[src/rtl/term_batch_buffer.sv]
// term_batch_buffer: state and storage around ctrl_terminate.
// Holds the two bitmap accumulation buffers, the active-buffer select, the
// batch tag and the CVT waiting-thread count. Batches closed by
// ctrl_terminate are queued in a small FIFO and offered to the CVT over a
// valid/ready handshake.
module term_batch_buffer #(
  parameter int DEPTH = 4,
  parameter int WT_W  = 11
) (
  input  logic            clk,
  input  logic            rst_n,
  input  logic            token_valid,
  input  logic [9:0]      token_buffer,
  input  logic            token_ctrl,
  output logic            token_ready,
  input  logic [63:0]     updated_data_1,
  input  logic [63:0]     updated_data_2,
  input  logic            send_batch,
  input  logic            new_batch,
  output logic [63:0]     old_data,
  output logic [3:0]      batch_base,
  output logic            condition,
  output logic            cur_batch,
  output logic [WT_W-1:0] waiting_threads,
  output logic            batch_valid,
  input  logic            batch_ready,
  output logic [63:0]     batch_bitmap,
  output logic [3:0]      batch_base_out,
  output logic            batch_ctrl,
  output logic [6:0]      batch_count,
  input  logic            cvt_release,
  input  logic [6:0]      cvt_release_cnt
);

  localparam int AW = $clog2(DEPTH);
  localparam int SW = WT_W + 2;

  // Number of set bits in a 64-bit bitmap (0..64).
  function automatic logic [6:0] popcount64(input logic [63:0] v);
    logic [6:0] c;
    c = '0;
    for (int i = 0; i < 64; i++) begin
      c = c + {6'd0, v[i]};
    end
    return c;
  endfunction

  // Clamp a signed net count into the unsigned waiting_threads range.
  // The sum never exceeds twice the range, so bit WT_W flags overflow.
  function automatic logic [WT_W-1:0] sat_wt(input logic signed [SW-1:0] v);
    if (v[SW-1]) begin
      return '0;
    end else if (v[WT_W]) begin
      return '1;
    end else begin
      return v[WT_W-1:0];
    end
  endfunction

  // Accumulation buffers
  logic [63:0] buf1;
  logic [63:0] buf2;

  // FIFO storage and pointers (extra MSB distinguishes full from empty)
  logic [63:0] fifo_bitmap [DEPTH];
  logic [3:0]  fifo_base   [DEPTH];
  logic        fifo_ctrl   [DEPTH];
  logic [6:0]  fifo_cnt    [DEPTH];
  logic [AW:0] wr_ptr;
  logic [AW:0] rd_ptr;
  logic [AW-1:0] wr_idx;
  logic [AW-1:0] rd_idx;
  logic        fifo_empty;
  logic        fifo_full;

  // Handshake terms
  logic        pop;
  logic        push;
  logic        stall;
  logic        do_push;
  logic [6:0]  push_cnt;

  // Waiting-thread arithmetic
  logic [6:0]           pop_cnt;
  logic [6:0]           rel_cnt;
  logic signed [SW-1:0] wt_sum;

  // Bit index of the token is consumed by ctrl_terminate only.
  logic unused_tid_bits;
  assign unused_tid_bits = ^token_buffer[5:0];

  assign old_data   = cur_batch ? buf2 : buf1;

  assign wr_idx     = wr_ptr[AW-1:0];
  assign rd_idx     = rd_ptr[AW-1:0];
  assign fifo_empty = (wr_ptr == rd_ptr);
  assign fifo_full  = (wr_ptr[AW] != rd_ptr[AW]) && (wr_idx == rd_idx);

  assign batch_valid = ~fifo_empty;
  assign pop         = batch_valid & batch_ready;
  assign push        = send_batch & (old_data != 64'd0);
  // A pop in the same cycle frees the slot, so full-with-pop still accepts.
  assign stall       = push & fifo_full & ~pop;
  assign do_push     = push & ~stall;
  assign token_ready = ~stall;
  assign push_cnt    = popcount64(old_data);

  // Head outputs read as zero while the FIFO is empty.
  assign batch_bitmap   = batch_valid ? fifo_bitmap[rd_idx] : 64'd0;
  assign batch_base_out = batch_valid ? fifo_base[rd_idx]   : 4'd0;
  assign batch_ctrl     = batch_valid ? fifo_ctrl[rd_idx]   : 1'b0;
  assign batch_count    = batch_valid ? fifo_cnt[rd_idx]    : 7'd0;

  assign pop_cnt = pop         ? batch_count     : 7'd0;
  assign rel_cnt = cvt_release ? cvt_release_cnt : 7'd0;
  assign wt_sum  = $signed({2'b00, waiting_threads})
                 + $signed({{(SW-7){1'b0}}, pop_cnt})
                 - $signed({{(SW-7){1'b0}}, rel_cnt});

  // Buffers and active select follow ctrl_terminate unless the FIFO stalls.
  always_ff @(posedge clk or negedge rst_n) begin
    if (!rst_n) begin
      buf1      <= 64'd0;
      buf2      <= 64'd0;
      cur_batch <= 1'b0;
    end else if (!stall) begin
      buf1      <= updated_data_1;
      buf2      <= updated_data_2;
      cur_batch <= new_batch;
    end
  end

  // The batch tag moves to the token that opened the new batch; a
  // threshold flush (no token) leaves it unchanged.
  always_ff @(posedge clk or negedge rst_n) begin
    if (!rst_n) begin
      batch_base <= 4'd0;
      condition  <= 1'b0;
    end else if (token_valid && send_batch && !stall) begin
      batch_base <= token_buffer[9:6];
      condition  <= token_ctrl;
    end
  end

  // FIFO entry storage; validity is carried by the pointers alone.
  always_ff @(posedge clk) begin
    if (do_push) begin
      fifo_bitmap[wr_idx] <= old_data;
      fifo_base[wr_idx]   <= batch_base;
      fifo_ctrl[wr_idx]   <= condition;
      fifo_cnt[wr_idx]    <= push_cnt;
    end
  end

  // FIFO pointers; reset discards every queued entry.
  always_ff @(posedge clk or negedge rst_n) begin
    if (!rst_n) begin
      wr_ptr <= '0;
      rd_ptr <= '0;
    end else begin
      if (do_push) begin
        wr_ptr <= wr_ptr + (AW+1)'(1);
      end
      if (pop) begin
        rd_ptr <= rd_ptr + (AW+1)'(1);
      end
    end
  end

  // Net waiting-thread update: popped batches enter, released threads leave.
  always_ff @(posedge clk or negedge rst_n) begin
    if (!rst_n) begin
      waiting_threads <= '0;
    end else begin
      waiting_threads <= sat_wt(wt_sum);
    end
  end

endmodule
[config.mk]
export PLATFORM = sky130hd
export DESIGN_NAME = term_batch_buffer
export DESIGN_NICKNAME = d
export VERILOG_FILES = /design/src/rtl/term_batch_buffer.sv
export SDC_FILE = /design/constraint.sdc
export NUM_CORES = 1
export LEC_CHECK = 0
export ABC_AREA = 1
export BUFFER_PORTS_ARGS = -buffer_cell sky130_fd_sc_hd__buf_4
export CORE_UTILIZATION = 30
export DETAILED_ROUTE_END_ITERATION = 8
export PLACE_DENSITY_LB_ADDON = 0.3
export SLEW_MARGIN = 20
export SYNTH_ARGS = -nofsm -noshare
export SYNTH_HDL_FRONTEND = slang
export SYNTH_SLANG_ARGS = --single-unit
[constraint.sdc]
create_clock -name clk -period 14.2 [get_ports clk]
set_input_delay 1.42 -clock clk [delete_from_list [all_inputs] [get_ports clk]]
set_output_delay 1.42 -clock clk [all_outputs]
set_load 0.02 [all_outputs]
**Word-level counts from Yosys, hierarchy flattened**

Memories as Yosys holds them, arrays and structs flattened.
Cells that the tools add are included.

- $add $sub $neg: 67
- Muxes and demuxes: 11
- Equal/unequal tests: 3
- Bitwise logic cells: 8
- Reductions and logical operators: 5

Operators by type and width:

| kind | count |
|---|---|
| adder 7 x 1 -> 7 bit | 57 |
| 2-to-1 mux 64 bit | 2 |
| nonzero test 64 bit | 1 |
| 2-to-1 mux 11 bit | 2 |
| 2-to-1 mux 7 bit | 3 |
| subtractor 12 x 7 -> 13 bit | 1 |
| adder 11 x 7 -> 12 bit | 1 |
| adder 6 x 1 -> 7 bit | 1 |
| adder 3 x 1 -> 3 bit (second input constant) | 2 |
| adder 5 x 1 -> 6 bit | 1 |
| adder 4 x 1 -> 5 bit | 1 |
| AND 1 bit | 5 |
| adder 3 x 1 -> 4 bit | 1 |
| 2-to-1 mux 4 bit | 1 |
| adder 2 x 1 -> 3 bit | 1 |
| equality test 3 bit | 1 |
| logical AND 1 bit | 3 |
| 2-to-1 mux 1 bit | 3 |
| NOT 1 bit | 3 |
| adder 1 x 1 -> 2 bit | 1 |
| equality test 2 bit | 1 |
| logical NOT 1 bit | 1 |
| inequality test 1 bit | 1 |

- Memories kept: 4
- Memory bits (writable): 304
- Bits of input ports: 153
- Output and inout port bits: 159
- Register bits: 151

Memory list:

| memory | words | bits a word | read ports | clocked after memory_dff | write ports | RTL line | source |
|---|---|---|---|---|---|---|---|
| fifo_bitmap | 4 | 64 | 1 | 0 | 1 | 65 | `logic [63:0] fifo_bitmap [DEPTH];` |
| fifo_cnt | 4 | 7 | 1 | 0 | 1 | 68 | `logic [6:0] fifo_cnt [DEPTH];` |
| fifo_base | 4 | 4 | 1 | 0 | 1 | 66 | `logic [3:0] fifo_base [DEPTH];` |
| fifo_ctrl | 4 | 1 | 1 | 0 | 1 | 67 | `logic fifo_ctrl [DEPTH];` |

**Longest topological paths before layout**

- Depth after elaboration: 64
- Mapped depth: 29
- Depth with buffers taken out: 26

**Least setup slack after synthesis**

OpenSTA, ideal clock, no wires.

- Path type: register -> register
- Start point: register cur_batch
- End point: memory fifo_cnt[0][6], data pin
- Slack: 6963 ps
- Data arrival time: 6975 ps
- Setup time: 263 ps
- Buffers on the path: 2
- Period minus slack after synthesis: 7237 ps
- Required time: 13937 ps
- Cell stages (with the launch flop): 25
- Cell sequence: dfrtp_1 > buf_4 > clkbuf_2 > o21ai_0 > inv_1 > fa_1 > fa_1 > fa_1 > inv_1 > fa_1 > inv_1 > fa_1 > inv_1 > fa_1 > fa_1 > inv_1 > fa_1 > inv_1 > ha_1 > fa_1 > a21oi_1 > nor2_1 > nor2_1 > o21ai_0 > a21o_1

RTL lines:

| item | RTL line | source |
|---|---|---|
| from (decl) | 23 | `output logic cur_batch,` |
| from (signal assigned) | 129 | `cur_batch <= new_batch;` |
| 2-to-1 mux 64 bit | 92 | `assign old_data = cur_batch ? buf2 : buf1;` |
| net old_data[59] | 20 | `output logic [63:0] old_data,` |
| adder 7 x 1 -> 7 bit (5 in a row) | 43 | `c = c + {6'd0, v[i]};` |
| net push_cnt[6] | 81 | `logic [6:0] push_cnt;` |
| to (decl) | 68 |  |

The timed path passes the listed nets, and every way through them passes these cells.

**Final worst setup path**

- Start point: register cur_batch
- End point: memory fifo_cnt[2][6], data pin

- Longest elaborated chain between the ends: 64

RTL lines:

| item | RTL line |
|---|---|
| 2-to-1 mux 64 bit (*) | 92 |
| adder 1 x 1 -> 2 bit | 43 |
| adder 2 x 1 -> 3 bit | 43 |
| adder 3 x 1 -> 4 bit | 43 |
| adder 4 x 1 -> 5 bit | 43 |
| adder 5 x 1 -> 6 bit | 43 |
| adder 6 x 1 -> 7 bit | 43 |
| adder 7 x 1 -> 7 bit (56 in a row) | 43 |
| adder 7 x 1 -> 7 bit (*) | 43 |
| net push_cnt[6] | 81 |

The timed path passes the listed nets; every way through them passes the cells marked *.

==> flow_summary.ini <==
[die]
ioPinCount = 312
core_um2 = 70000
die_w_um = 268
dieArea_um2 = 71900
placementRows = 97
die_height_um = 268
initial_core_util_pct = 30.3

[routing]
wl_mm = 62.7
drcViolationCount = 0
ant_nets = 0
drt_first_pass_iters = 5
drt_iter0_markers = 935
vias = 15400
vias_per_cell = 4.55
routedWlPerCell_um = 18.6

[worst_setup_path]
critPathTopFamily = adder cells
cpPeakStageDelay_ns = 0.72
crit_arrival_ns = 8.03
r2r-end = fifo_cnt[2][6]
r2r-start = cur_batch
crit_top_cell = fa_1
r2r_slack_ns = 6.49
path_class = flop to flop
critical_path.endpoint_type = flop
crit_path_cell_trace = buf_4, o21ai_0, buf_4, inv_1, fa_1, fa_1, fa_1, inv_1, fa_1, fa_1, fa_1, fa_1, inv_1, fa_1, inv_1, ha_1, fa_1, a21oi_1, nor2_1, nor2_1, o21ai_0, a21o_1
path_buf_inv = 6
cp-start-kind = flop
slowest_stage = o21ai_0
cp.required_ns = 14.52
worst_r2r_path_depth = 22
critPathMaxFanout = 58

[sta]
timing.final.crit_share_pct = 54.3
slew_viol_final = 0
final.setup_skew_ns = 0.0226
max_slew_margin_pct = 26.7
tightest_slew_ns = 1.10
setup_violations = 0
worst_hold_slack_ns = 0.508
period_needed_ns = 7.71
fmax_mhz = 130
hold_viol_final = 0
rsz0062_at_grt = no
tns_ns = 0

[layout]
drive_gt1_share_pct = 17.6
utilization_pct = 37.4
diodes = 0
final_net_count = 2645
fillers = 7013
mostFrequentLayoutCells = nand2_1, inv_1, buf_4
layout_commonest_cell = nand2_1
fin_cells = 3377
syn_to_final_growth_pct = 23.2

[synthesis]
synth_warnings = 0
synthesis.area_um2 = 21200
synth_xor_area_share_pct = 0.742
synth_flop_cell = edfxtp_1
synth_seq_cells = 455
synth-adder-area-share_pct = 7.81
syn-instance-count = 2105
synth_edf_count = 304
muxShareOfSynthArea_pct = 0
ys_types = 31
synth_compound_area_share_pct = 10.2
seq_area_frac_synth_pct = 60.7
synth.net_count = 2354
synth_top_family_by_area = simple AND/OR/NAND/NOR gates
synth-simple-area-share_pct = 11.7
syn_area_per_cell_um2 = 10.1
synthArstFlopShare_pct = 33.2

[global_route]
grt_pass1_wl_mm = 94.1
grtUsageMet2_pct = 29.1
grt_pass1_vias = 15300
antenna_found_initial = 1
grt_use_met3_pct = 3.67
grt_use_met1_pct = 23.3
busiest_layer = met2
overflow = 0
grt_max_degree = 259
track_usage_pct = 17.6

[worst_hold_path]
hold_depth = 1
min-delay-start = rd_ptr[2]
hold_path_class = flop to flop
whs_endpoint = rd_ptr[2]

[placement]
gp_congestion = 0.813
portBuffers = 305
dp_cells = 3282
dp_hpwl_mm = 40.8

[clock_tree]
hold_buffers = 0
cts_buffers = 51
clockRootBuffer = clkbuf_16
htree_levels = 2
clkTransAtPathRegs_ns = 0.06
clock-sinks = 455
cts_buffer_depth = 3
post_cts_buffers = 0
cts_resized = 0
cts_tree = yes
clock_latency_ns = 0.60

[run_status]
status = completed

[job]
drv_cap = 0
==> worst register-to-register path, stage by stage (launching register included) <==
cell and delay [ns]:
dfrtp_4 0.65, buf_4 0.41, o21ai_0 0.77, buf_4 0.26, inv_1 0.05, fa_1 0.49
fa_1 0.52, fa_1 0.52, inv_1 0.05, fa_1 0.46, fa_1 0.51, fa_1 0.42
fa_1 0.49, inv_1 0.05, fa_1 0.47, inv_1 0.04, ha_1 0.20, fa_1 0.46
a21oi_1 0.14, nor2_1 0.05, nor2_1 0.15, o21ai_0 0.10, a21o_1 0.20
==> layout make-up <==
cell class | instances | area (um^2) | area share, %
Inverter | 367 | 1380 | 5.27
Clock buffer | 63 | 1330 | 5.08
Timing Repair Buffer | 339 | 2580 | 9.84
Sequential cell | 455 | 12900 | 49.3
Clock inverter | 31 | 280 | 1.07
Tap cell | 940 | 1180 | 4.49
Multi-Input combinational cell | 1182 | 6530 | 24.9
==> state kept, by name, summed over array words and instances, names as in the netlist <==
register,count
fifo_ctrl,4
buf1,64
fifo_bitmap,256
condition,1
wr_ptr,3
buf2,64
fifo_base,16
waiting_threads,11
rd_ptr,3
batch_base,4
cur_batch,1
fifo_cnt,28
==> through the flow <==
step / cell area [um^2] / setup slack, ns
after global placement: 24600 / 6.40
after global routing: 26200 / 6.11
after floorplan: 21200 / 6.96
after CTS: 26200 / 6.32
final: 26200 / 6.49
after detailed placement: 24600 / 6.35
==> cells by family after synthesis <==
kind of cell               after synthesis
adders and majority gates               96
buffers and inverters                  468
and+or+nand+nor                        657
AOI/OAI and AO/OA                      411
xor gates and xnor gates                18
DFF                                    455
==> per-layer routing <==
| layer | vias up | wire [um] | part of all wire (%) |
|---|---|---|---|
| li1 | 7352 | - | - |
| met1 | 7531 | 27800 | 44 |
| met2 | 402 | 29600 | 47 |
| met3 | 89 | 3740 | 6.0 |
| met4 | 0 | 1590 | 2.5 |
| met5 | - | 0 | 0 |
==> synthesized netlist by cell type (2+ instances only) <==
library cell / number / area [um^2]
nand2_1: 439 / 1650
inv_1: 364 / 1370
edfxtp_1: 304 / 9130
o21ai_0: 297 / 1490
nor2_1: 201 / 754
dfrtp_1: 151 / 3780
o22ai_1: 76 / 475
fa_1: 61 / 1220
clkbuf_1: 53 / 199
ha_1: 35 / 438
o21ai_1: 18 / 90.1
buf_2: 15 / 75.1
a21oi_1: 13 / 65.1
buf_4: 13 / 97.6
xor2_1: 13 / 114
clkbuf_2: 11 / 55.1
nand3_1: 10 / 50.1
buf_1: 6 / 22.5
xnor2_1: 5 / 43.8
buf_6: 3 / 33.8
nor3_1: 3 / 15.0
o21bai_1: 3 / 22.5
clkinv_1: 2 / 7.51
nand4_1: 2 / 12.5
==> how the worst max path moves through the flow <==
| stage | cells after the start | slack, ns | start | end |
|---|---|---|---|---|
| floorplan | 24 | 6.96 | cur_batch | fifo_cnt[0][6] |
| global placement | 21 | 6.40 | cur_batch | fifo_cnt[0][6] |
| detailed placement | 21 | 6.35 | cur_batch | fifo_cnt[2][6] |
| CTS | 20 | 6.32 | cur_batch | fifo_cnt[3][4] |
| global route | 21 | 6.11 | cur_batch | fifo_cnt[0][4] |
| finish | 22 | 6.49 | cur_batch | fifo_cnt[2][6] |
Power is left out: the tool's default activity adds up to more than one toggle a clock period on the data nets, which glitch-free logic cannot reach.
